`config.mk`:
```
export PLATFORM = sky130hd
export DESIGN_NAME = traffic_light_monitor
export DESIGN_NICKNAME = d
export VERILOG_FILES = /design/src/rtl/traffic_light_monitor.sv
export SDC_FILE = /design/constraint.sdc
export NUM_CORES = 1
export LEC_CHECK = 0
export CAP_MARGIN = 40
export CORE_MARGIN = 2
export CORE_UTILIZATION = 60
export CTS_CLUSTER_SIZE = 12
export DETAILED_ROUTE_END_ITERATION = 7
export GPL_ROUTABILITY_DRIVEN = 0
export GPL_TIMING_DRIVEN = 0
export PLACE_DENSITY = 0.9
export SYNTH_ARGS = -nofsm -noshare
export SYNTH_HDL_FRONTEND = slang
export SYNTH_SLANG_ARGS = --single-unit
export TNS_END_PERCENT = 10
```
`constraint.sdc`:
```
create_clock -name clk -period 5.3 [get_ports clk]
set_clock_uncertainty 0.15 [all_clocks]
set_input_delay 0.53 -clock clk [delete_from_list [all_inputs] [get_ports clk]]
set_output_delay 0.53 -clock clk [all_outputs]
set_load 0.005 [all_outputs]
```
`src/rtl/traffic_light_monitor.sv`:
```
// Purpose: passive checker for a red/yellow/green lamp bus; times each phase and full cycle, flags misbehaviour.
// Latency: reports and flags are registered at the edge that first samples the new lamp pattern (visible 1 cycle later).
// Backpressure: none; pure observer, dur_valid/cycle_valid are single-cycle pulses with no ready.
module traffic_light_monitor #(
  parameter int CNT_W   = 8,
  parameter int TIMEOUT = 200
) (
  input  logic               clk,
  input  logic               rst_n,
  input  logic               red,
  input  logic               yellow,
  input  logic               green,
  input  logic               clr_err,
  output logic               in_sync,
  output logic [1:0]         phase,
  output logic               dur_valid,
  output logic [1:0]         dur_phase,
  output logic [CNT_W-1:0]   dur_cycles,
  output logic               cycle_valid,
  output logic [CNT_W+1:0]   cycle_len,
  output logic               err_illegal,
  output logic               err_seq,
  output logic               err_timeout
);

  localparam logic [1:0] PH_R  = 2'd0;
  localparam logic [1:0] PH_RY = 2'd1;
  localparam logic [1:0] PH_G  = 2'd2;
  localparam logic [1:0] PH_Y  = 2'd3;

  localparam logic [CNT_W-1:0] CNT_ONE = {{(CNT_W-1){1'b0}}, 1'b1};
  localparam logic [CNT_W-1:0] CNT_LIM = TIMEOUT[CNT_W-1:0];

  typedef enum logic {SYNC, TRACK} state_t;

  state_t           state_q, state_d;
  logic [1:0]       phase_q, phase_d;
  logic [1:0]       held_q, held_d;
  logic             held_vld_q, held_vld_d;
  logic [CNT_W-1:0] cnt_q, cnt_d;
  logic [CNT_W+1:0] acc_q, acc_d;
  logic             started_q, started_d;
  logic             dur_valid_d;
  logic [1:0]       dur_phase_d;
  logic [CNT_W-1:0] dur_cycles_d;
  logic             cycle_valid_d;
  logic [CNT_W+1:0] cycle_len_d;
  logic             err_illegal_d, err_seq_d, err_timeout_d;

  logic             lamp_ok;
  logic [1:0]       lamp_ph;
  logic             trans_ok;
  logic             drop;
  logic             new_ill, new_seq, new_to;
  logic [CNT_W+1:0] acc_sum;

  assign in_sync = (state_q == TRACK);
  assign phase   = phase_q;

  // Decode the lamp pattern and judge whether a change is a legal successor.
  always_comb begin
    lamp_ok = 1'b1;
    lamp_ph = PH_R;
    case ({red, yellow, green})
      3'b100:  lamp_ph = PH_R;
      3'b110:  lamp_ph = PH_RY;
      3'b001:  lamp_ph = PH_G;
      3'b010:  lamp_ph = PH_Y;
      default: lamp_ok = 1'b0;
    endcase
    trans_ok = ((phase_q == PH_R)  && ((lamp_ph == PH_RY) || (lamp_ph == PH_G))) ||
               ((phase_q == PH_RY) && (lamp_ph == PH_G)) ||
               ((phase_q == PH_G)  && (lamp_ph == PH_Y)) ||
               ((phase_q == PH_Y)  && (lamp_ph == PH_R));
  end

  // Next-state, report and error logic for the SYNC/TRACK tracker.
  always_comb begin
    state_d       = state_q;
    phase_d       = phase_q;
    held_d        = held_q;
    held_vld_d    = held_vld_q;
    cnt_d         = cnt_q;
    acc_d         = acc_q;
    started_d     = started_q;
    dur_valid_d   = 1'b0;
    dur_phase_d   = dur_phase;
    dur_cycles_d  = dur_cycles;
    cycle_valid_d = 1'b0;
    cycle_len_d   = cycle_len;
    drop          = 1'b0;
    new_ill       = 1'b0;
    new_seq       = 1'b0;
    new_to        = 1'b0;
    acc_sum       = acc_q + {2'b00, cnt_q};

    case (state_q)
      SYNC: begin
        if (!lamp_ok) begin
          new_ill = 1'b1;
        end else if (!held_vld_q || (lamp_ph == held_q)) begin
          // First legal sample after reset only seeds the held phase.
          held_d     = lamp_ph;
          held_vld_d = 1'b1;
        end else begin
          state_d   = TRACK;
          phase_d   = lamp_ph;
          cnt_d     = CNT_ONE;
          acc_d     = '0;
          started_d = (lamp_ph == PH_R);
        end
      end
      default: begin
        if (!lamp_ok) begin
          new_ill = 1'b1;
          drop    = 1'b1;
          held_d  = phase_q;
        end else if (lamp_ph == phase_q) begin
          if (cnt_q < CNT_LIM) begin
            cnt_d = cnt_q + CNT_ONE;
          end else begin
            new_to = 1'b1;
            drop   = 1'b1;
            held_d = lamp_ph;
          end
        end else if (trans_ok) begin
          dur_valid_d  = 1'b1;
          dur_phase_d  = phase_q;
          dur_cycles_d = cnt_q;
          if (phase_q == PH_Y) begin
            // Only a cycle that began on a real R entry is complete.
            if (started_q) begin
              cycle_valid_d = 1'b1;
              cycle_len_d   = acc_sum;
            end
            acc_d     = '0;
            started_d = 1'b1;
          end else begin
            acc_d = acc_sum;
          end
          phase_d = lamp_ph;
          cnt_d   = CNT_ONE;
        end else begin
          new_seq = 1'b1;
          drop    = 1'b1;
          held_d  = lamp_ph;
        end
      end
    endcase

    if (drop) begin
      state_d    = SYNC;
      acc_d      = '0;
      started_d  = 1'b0;
      held_vld_d = 1'b1;
    end

    // A fresh error wins over a simultaneous clear.
    err_illegal_d = (err_illegal & ~clr_err) | new_ill;
    err_seq_d     = (err_seq     & ~clr_err) | new_seq;
    err_timeout_d = (err_timeout & ~clr_err) | new_to;
  end

  // State and output registers; async active-low reset zeros everything.
  always_ff @(posedge clk or negedge rst_n) begin
    if (!rst_n) begin
      state_q     <= SYNC;
      phase_q     <= PH_R;
      held_q      <= PH_R;
      held_vld_q  <= 1'b0;
      cnt_q       <= '0;
      acc_q       <= '0;
      started_q   <= 1'b0;
      dur_valid   <= 1'b0;
      dur_phase   <= 2'd0;
      dur_cycles  <= '0;
      cycle_valid <= 1'b0;
      cycle_len   <= '0;
      err_illegal <= 1'b0;
      err_seq     <= 1'b0;
      err_timeout <= 1'b0;
    end else begin
      state_q     <= state_d;
      phase_q     <= phase_d;
      held_q      <= held_d;
      held_vld_q  <= held_vld_d;
      cnt_q       <= cnt_d;
      acc_q       <= acc_d;
      started_q   <= started_d;
      dur_valid   <= dur_valid_d;
      dur_phase   <= dur_phase_d;
      dur_cycles  <= dur_cycles_d;
      cycle_valid <= cycle_valid_d;
      cycle_len   <= cycle_len_d;
      err_illegal <= err_illegal_d;
      err_seq     <= err_seq_d;
      err_timeout <= err_timeout_d;
    end
  end

endmodule

```
Word level (Yosys, flattened, before mapping)
Cells that the tools add are included.

$add $sub $neg: 2. $lt $le $gt $ge: 1. Eq/ne operators: 24. Multiplexer cells: 68. Bitwise operators: 8. Reduce and logical (&&, ||, !) cells: 25.

Operator list (count): $mux W10 (8); $mux W8 (7); $mux W1 (39); $mux W2 (13); $reduce_and A4 Y1 (5); $add A10 B8 Y10 (1); $ne A3 B1 Y1 const B (3); $add A8 B1 Y8 const B (1); $eq A2 B2 Y1 const B (4); $lt A8 B8 Y1 const B (1); $reduce_bool A2 Y1 (4); $eq A3 B3 Y1 const B (2); $ne A3 B3 Y1 const B (2); $pmux W2 S3 (1); $reduce_and A6 Y1 (1); $logic_or A1 B1 Y1 (5); $reduce_and A5 Y1 (1); $eq A2 B1 Y1 const B (2); $eq A2 B2 Y1 (2); $logic_and A1 B1 Y1 (4); $logic_not A2 Y1 (2); $ne A2 B1 Y1 const B (2); $ne A2 B2 Y1 const B (2); $ne A4 B3 Y1 const B (1); 10 further kinds (15).

Register bits after elaboration: 50. Input bits: 6. Output and inout port bits: 28.

Depth between registers and ports, before layout
Gate-level depths: netlist of the first run.

Word-level depth: 14. Depth in mapped cells: 13. Mapped depth without buffers: 12.

Worst setup path after synthesis of the first run
Ideal clock, no wire load.

Kind: input-to-reg. From: input port green. To: register cycle_len[1]. Setup time: 0.125 ns. Arrival: 2.659 ns. Data required time: 5.025 ns. Setup slack: 2.366 ns. Stages: 12. Path through: xor2_2 nor2b_1 inv_1 ha_1 mux4_2 inv_1 a211oi_2 nand3_2 inv_2 nand4_4 buf_6 mux2_4.

Longest elaborated chain between the ends: 9.

Ends and longest elaborated chain: start: declaration (RTL line 12) `input logic green,`; $eq A3 B2 Y1, or another cell as far along (RTL line 64) `case ({red, yellow, green})`; $pmux W2 S3 (*) (RTL line 64); net lamp_ph[1] (RTL line 51) `logic [1:0] lamp_ph;`; $eq A2 B1 Y1 / $eq A2 B2 Y1 (equally long branches) (RTL line 71, 72); $logic_or A1 B1 Y1 (RTL line 71) `trans_ok = ((phase_q == PH_R) && ((lamp_ph == PH_RY) || (lamp_ph == PH_G))) ||`; $logic_and A1 B1 Y1 (RTL line 71); $logic_or A1 B1 Y1 (RTL line 71); $logic_or A1 B1 Y1 (RTL line 72) `((phase_q == PH_RY) && (lamp_ph == PH_G)) ||`; $logic_or A1 B1 Y1 (RTL line 73) `((phase_q == PH_G) && (lamp_ph == PH_Y)) ||`; $reduce_and A6 Y1 (no source line) (*); end signal: assignment (RTL line 194) `cycle_len <= cycle_len_d;`; end: declaration (RTL line 20) `output logic [CNT_W+1:0] cycle_len,`.

Mark *: on every way through the listed nets, which the timed path passes. The rest lies on a longest branch. A chain may end at the register's enable or synchronous reset.

Worst setup path in the final report of the first run
From: input port green. To: register cnt_q[4].

Longest elaborated chain between the ends: 10.

Ends and longest elaborated chain: $eq A3 B2 Y1, or another cell as far along (RTL line 64); $pmux W2 S3 (*) (RTL line 64); net lamp_ph[1] (RTL line 51); $eq A2 B1 Y1 / $eq A2 B2 Y1 (equally long branches) (RTL line 71, 72); $logic_or A1 B1 Y1 (RTL line 71); $logic_and A1 B1 Y1 (RTL line 71); $logic_or A1 B1 Y1 (RTL line 71); $logic_or A1 B1 Y1 (RTL line 72); $logic_or A1 B1 Y1 (RTL line 73); $ne A3 B1 Y1 (no source line); $reduce_and A4 Y1 (no source line); end signal: assignment (RTL line 187) `cnt_q <= cnt_d;`; end: declaration (RTL line 40) `logic [CNT_W-1:0] cnt_q, cnt_d;`.

Mark *: on every way through the listed nets, which the timed path passes. The rest lies on a longest branch. The select of a mux whose other input is x is not followed.

==> key figures, run 1 <==
Run status
  – Status: complete, no violations

Layout
  – Antenna Cells: 0
  – Design area: between 3000 and 4000 µm²
  – Reg area: 1251 µm²
  – Area growth from synthesis to layout: 18.07%
  – Final net count: 344
  – FILL cells: 334
  – Non-filler cells, final: 380
  – Multi-input gate area: 1498 µm²
  – Commonest non-fill, non-tap cell in the layout: dfrtp_1
  – Share of cells above drive strength 1: approximately 12%
  – Most frequent cells in the layout: dfrtp_1 (50), nand2_1 (45), clkdlybuf4s50_1 (32)

STA
  – Hold Violations, Final: 0
  – Final setup TNS: 0 ns
  – Worst-margin pin slew: ~0.62 ns
  – Crit share post-route: 68.68%
  – # setup viols final: 0
  – Fmax: 274.7 MHz
  – Max-slew headroom: around three fifths
  – Final Critical Period: about 3.6 ns
  – Unrepaired setup endpoints after global routing: false
  – Max-slew violation count: 0

Logic synthesis
  – Yosys cell types: 62
  – Syn Area/Cell: 10.12 µm²
  – Largest cells by area after synthesis: dfrtp_1 (44%), nand2_1 (5.9%), ha_1 (5.2%)
  – Register area share after synthesis: 43.54%
  – Syn_nets: around 300
  – Syn Inst Count: 284
  – Most frequently used flop master after synthesis: dfrtp_1
  – Asr flop ratio synth: 100.0%
  – EDFF count, synth: 0
  – Dominant cell type by area after synthesis: dfrtp_1
  – Cell area after synthesis: 2874 µm²
  – Yosys warning count: 0
  – Top cell type's share of synthesized area: 43.54%
  – Yosys reg bits: 50

Floorplanning
  – Cell Rows: 25
  – Die Wd: 73.21 µm
  – Die area: 5360 µm²
  – Die Y: approximately 73 µm
  – I/O pin cnt: 34
  – Area of the core: 4661 µm²
  – Starting Density: 61.66%

GRT
  – GR Util met2: 42.04%
  – First-pass GRT wire length: 10,680 µm
  – Congestion Overflow GR: 0
  – Number of global-route vias before repair: 2,269
  – GRT busiest layer: met2
  – Antenna violations before repair: 0
  – Met3 usage: approximately 3.7%
  – Largest net degree at the start of global routing: 32
  – Met1 usage in global routing: 34.53%
  – Global Route Usage Sum: roughly a quarter

Place
  – Area after DPL: 3287 µm²
  – DP Wirelength: 4521 µm
  – IO Port Bufs: 33
  – Placed cells: 372

CTS
  – CTS tree: done
  – Clock-pin slew on the worst setup and hold paths: 0.08 ns
  – H-tree Lvls: 2
  – CTS root buffer: clkbuf_8
  – Post-CTS setup buffer count: 0
  – Post_cts resized: 0
  – CTS Sinks: 50
  – Clk buf depth: 2
  – Hold_buf cts: 0
  – Num CTS Buffers: 5
  – Clock Latency Late Sink: 0.30 ns

Routing
  – Routed Antenna Nets: 0
  – Via/cell ratio: 6.253
  – 1st-iter DRT viols: 215
  – Routed WL: 6337 µm
  – Vias post-DR: 2,376
  – Per-cell routed wire length: 16.68 µm
  – DRC violations left: 0
  – DRT Pass-1 Iters: 5

Power
  – LEAKAGE: approximately 1.6 nW
  – Power Total: 0.001318 W
  – PwrDens: 388.4 nW/µm²
  – Peak VDD IR: 0.0002587 V

Flow run
  – Maxcap violations: 0

Setup path
  – Critical Path AT: 3.71 ns
  – Critical path type: input port to register
  – Startpoint types: input port
  – WP data required: roughly 5.4 ns
  – Nature of the critical path endpoint: register
  – Reg2Reg Depth: 7
  – Reg2reg setup slack: 2.79 ns
  – Maximum fanout along the worst path: 10

Min path
  – Worst Hold Class: input port to async pin
Yosys cell counts (2+ instances only):
master and n:
dfrtp_1 50, nand2_1 45, a21oi_1 18, inv_1 16, o21ai_0 15, ha_1 12, a22o_1 9, buf_2 7
mux2_4 6, or3_1 6, xnor2_1 6, mux2i_1 5, nor2_1 5, a21o_1 4, a31oi_1 4, nand3b_1 4
a211o_1 3, a21oi_2 3, and3_1 3, o2111ai_1 3, o21a_1 3, o21ai_1 3, o22ai_1 3, a211oi_1 2
a211oi_2 2, mux2_2 2, nand2b_1 2, nand3_1 2, nor2b_1 2, nor3_1 2, nor4_1 2, o21bai_1 2
o22a_1 2, or3b_1 2, xor2_1 2
flip-flops by register name (all words and copies together), names as in the netlist:
| name | cells |
|---|---|
| cnt_q | 8 |
| acc_q | 10 |
| dur_phase | 2 |
| err_seq | 1 |
| dur_valid | 1 |
| held_vld_q | 1 |
| cycle_valid | 1 |
| cycle_len | 10 |
| err_timeout | 1 |
| held_q | 2 |
| phase | 2 |
| started_q | 1 |
| in_sync | 1 |
| dur_cycles | 8 |
| err_illegal | 1 |
metrics by stage:
step	setup WS, ns	hold slack, ns	utilization [%]
finish	1.660	0.02782	72.81
global route	1.437	0.06132	72.81
CTS	1.671	0.04136	72.81
detailed placement	1.374	0.3125	70.52
global placement	1.516	0.3078	70.20
floorplan	2.366	0.08441	-
cell type report:
cell class,count,share of cell area [%]
Clock buffer,7,2.249
Clock inverter,1,0.8850
Buffer,11,1.807
Multi-Input combinational cell,206,44.14
Sequential cell,50,36.87
Tap cell,54,1.991
Timing Repair Buffer,34,10.18
Inverter,17,1.881
per-layer routing:
layer	wire (µm)	vias up	share of wire, %
met5	0	-	0
met4	208	0	3.3
met3	287	24	4.5
met2	3092	82	49
met1	2749	1158	43
li1	-	1112	-
critical path, cell delays in order:
cell and delay [ns]:
clkdlybuf4s50_1 0.58, xor2_2 0.30, nor2b_1 0.34, inv_1 0.10, ha_1 0.27, mux4_2 0.49, inv_1 0.11, a211oi_2 0.06
nand3_2 0.13, inv_2 0.08, buf_2 0.19, nor2_2 0.28, nand2_1 0.09, mux2i_1 0.15
cells by family (layout without fill, tap and decap cells):
kind of cell	Yosys count	after routing	synth area share, %
mux	14	14	6.443
xor+xnor	9	9	3.004
fa+ha+maj	13	13	5.921
flops	50	50	43.54
compound gates	86	86	21.59
buf+inv	28	70	4.353
simple gates	84	84	15.15
path summary, 6_finish.rpt:
path                                 end           from
hold / removal             dur_cycles[3]          rst_n
setup reg to reg                acc_q[4]        in_sync
setup / recovery                cnt_q[4]          green
min in group clk           dur_cycles[5]  dur_cycles[5]
hold reg to reg            dur_cycles[5]  dur_cycles[5]
max in group asynchronous       cnt_q[4]          rst_n
where the power goes:
part           total, W  switching (W)  internal, W
clock          0.000264       0.000122     0.000141
combinational  0.000543       0.000314     0.000229
sequential     0.000511      0.0000665     0.000445
(Power assumes the default switching activity.)
==> inputs of run 2 (changes only) <==
Settings changed: CORE_UTILIZATION 60 to 50, PLACE_DENSITY 0.9 to 0.8.
Clock period 5.3 ns to 3 ns, I/O delays scaled along.
==> run 2 against run 1 <==
Effect of this change:
- largest power group unchanged
- via count down 3.2%
- wire length down 1.9%
- setup slack worse by 1.6 ns
- critical path depth down 1
- final cell count up 5.3%
- sequential share of layout area down 0.72 points
- combinational power up 75%
- clock power up 68%
- sequential power up 77%
- clock-buffer cell count unchanged
- global-route usage down 5.1 points
- largest cell class unchanged
- total power up 74%
==> key figures, run 2 (same netlist as run 1, synthesis figures left out) <==
GRT
  – Antenna violations before repair: 0 (unchanged)
  – Largest net degree at the start of global routing: 32 (unchanged)
  – Global Route Usage Sum: 20.66% (was 25.80%)
  – Number of global-route vias before repair: 2,262 (was 2,269)
  – Congestion Overflow GR: 0 (unchanged)
  – First-pass GRT wire length: 10,360 µm (was 10,680 µm)

Layout
  – Area growth from synthesis to layout: 20.42% (was 18.07%)
  – Final net count: 346 (was 344)
  – Antenna Cells: 0 (unchanged)
  – Post-layout util: 62.47% (was 72.81%)
  – Commonest non-fill, non-tap cell in the layout: dfrtp_1 (unchanged)
  – Most frequent cells in the layout: dfrtp_1 (50), nand2_1 (45), clkdlybuf4s50_1 (29) (was dfrtp_1 (50), nand2_1 (45), clkdlybuf4s50_1 (32))
  – FILL cells: 458 (was 334)
  – Share of cells above drive strength 1: 14.02% (was 12.27%)
  – Top flop regs: acc_q: 10 flops, cycle_len: 10 flops (unchanged)

Place
  – IO Port Bufs: 33 (unchanged)
  – Dpl ws: -0.7092 ns (was 1.374 ns)
  – DP Wirelength: 4526 µm (was 4521 µm)

Floorplanning
  – I/O pin cnt: 34 (unchanged)
  – Die Wd: 79.82 µm (was 73.21 µm)
  – Die area: 6370 µm² (was 5360 µm²)
  – Area of the core: 5540 µm² (was 4661 µm²)
  – Cell Rows: 27 (was 25)
  – Die Y: 79.82 µm (was 73.21 µm)
  – Starting Density: 51.87% (was 61.66%)

Setup path
  – CP Cell Sequence: dlygate4sd2_1 > buf_4 > or2b_4 > ha_1 > mux4_2 > inv_1 > a211oi_2 > nand3_2 > inv_2 > clkbuf_4 > nor2_4 > nand2_1 > mux2i_1 (was clkdlybuf4s50_1 > xor2_2 > nor2b_1 > inv_1 > ha_1 > mux4_2 > inv_1 > a211oi_2 > nand3_2 > inv_2 > buf_2 > nor2_2 > nand2_1 > mux2i_1)
  – Maximum fanout along the worst path: 10 (unchanged)
  – Nature of the critical path endpoint: register (unchanged)
  – Max incr delay on CP: 0.50 ns (was 0.58 ns)
  – Critical-path top delay cell: mux4_2 (was clkdlybuf4s50_1)
  – Critical Path AT: 2.98 ns (was 3.71 ns)
  – WP data required: 3.08 ns (was 5.37 ns)
  – Startpoint types: input port (unchanged)
  – Critical path type: input port to register (unchanged)

STA
  – Hold Violations, Final: 0 (unchanged)
  – Max-slew violation count: 0 (unchanged)
  – # setup viols final: 0 (unchanged)
  – Fmax: 344.9 MHz
  – Worst-margin pin slew: 0.7153 ns (was 0.6195 ns)
  – Max-slew headroom: 52.32% (was 58.70%)
  – Final WS setup: 0.1010 ns (was 1.660 ns)
  – Hold slack: 0.3197 ns (was 0.02782 ns)
  – Crit share post-route: between 90 and 100%
  – Unrepaired setup endpoints after global routing: false (unchanged)
  – Final Critical Period: 2.899 ns

Power
  – LEAKAGE: 1.663 nW (was 1.626 nW)
  – Power Total: 0.002294 W (was 0.001318 W)
  – Peak VDD IR: 0.0003339 V (was 0.0002587 V)
  – PwrDens: 662.8 nW/µm² (was 388.4 nW/µm²)

Routing
  – Via/cell ratio: 5.750 (was 6.253)
  – DRT Pass-1 Iters: 4 (was 5)
  – Routed Antenna Nets: 0 (unchanged)
  – DRC violations left: 0 (unchanged)
  – 1st-iter DRT viols: 238 (was 215)
  – Vias post-DR: 2,300 (was 2,376)
  – Routed WL: 6216 µm (was 6337 µm)
  – Per-cell routed wire length: 15.54 µm (was 16.68 µm)

CTS
  – H-tree Lvls: 2 (unchanged)
  – CTS Sinks: 50 (unchanged)
  – Clock-pin slew on the worst setup and hold paths: 0.10 ns (was 0.08 ns)
  – CTS root buffer: clkbuf_8 (unchanged)
  – Clock Latency Late Sink: 0.31 ns (was 0.30 ns)
  – Num CTS Buffers: 5 (unchanged)
  – CTS tree: done (unchanged)
  – Clk buf depth: 2 (unchanged)

Flow run
  – Maxcap violations: 0 (unchanged)

Min path
  – Worst Hold Class: input port to async pin (unchanged)

Run status
  – Status: complete, no violations (unchanged)
-- run 2: cell types whose count changed in the layout (fill, tap and decap cells not counted), sizes merged --
cell / change
bufinv: -1
dlygate4sd2: +2
dlygate4sd3: +1
clkdlybuf4s50: -3
clkinv: +1
clkbuf: +1
dlymetal6s2s: +1
-- run 2: timing repair --
action                     CTS  global route
hold buffers                 1             0
gates resized for setup      8             6
gates cloned                 0             0
setup endpoints to repair   44            15
pin swaps                    1             1
setup buffers                1             0
hold endpoints to repair    19             0
-- run 2: worst paths after layout --
path                       slack (ns)  cells past startpoint       endpoint          start
setup / recovery                 0.10                     13       cnt_q[4]         yellow
max in group asynchronous        1.86                      3       cnt_q[2]          rst_n
setup reg to reg                 0.45                      7       acc_q[4]        in_sync
min in group clk                 0.33                      2  dur_cycles[4]  dur_cycles[4]
hold reg to reg                  0.33                      2  dur_cycles[4]  dur_cycles[4]
hold / removal                   0.32                      2   cycle_len[8]          rst_n
-- run 2: per-stage QoR --
step	instances	instance area [µm²]	setup TNS, ns
after floorplan	284	2874	0
after global placement	389	3294	-21.54
after detailed placement	390	3309	-22.90
after CTS	400	3450	0
after global routing	400	3461	0
final	400	3461	0
-- run 2: power breakdown --
part	leakage, nW	internal [W]	switching (W)	total [W]
sequential	0.672	0.000786	0.000116	0.000902
combinational	0.937	0.000410	0.000537	0.000948
clock	0.0544	0.000212	0.000233	0.000444
total	1.66	0.00141	0.000886	0.00229
-- run 2: routing by layer --
metal  up-vias  GRT usage (%)  part of all wire (%)
met2        61          33.53                    47
li1       1118              -                     -
met1      1111          28.15                    47
met3        10          3.507                   4.8
met5         -              0                     0
met4         0          6.780                   1.3
-- run 2: worst max-delay path: cells and delay by family --
family	cells	cell delay, ns
adders and majority gates	1	0.30
muxes	2	0.66
and+or+nand+nor	4	0.74
buffers and inverters	5	0.92
AOI/OAI and AO/OA	1	0.05
-- run 2: layout make-up --
type                    instances  area, µm²  share of cell area [%]
plain buffers                  11      73.82                   2.133
flip-flops and latches         50       1251                   36.15
multi-input cells             206       1514                   43.75
clock inverters                 1      8.758                  0.2531
repair buffers                 36      362.8                   10.48
clock buffers                   7      96.34                   2.784
well taps                      72      90.09                   2.603
inverters                      17      63.81                   1.844
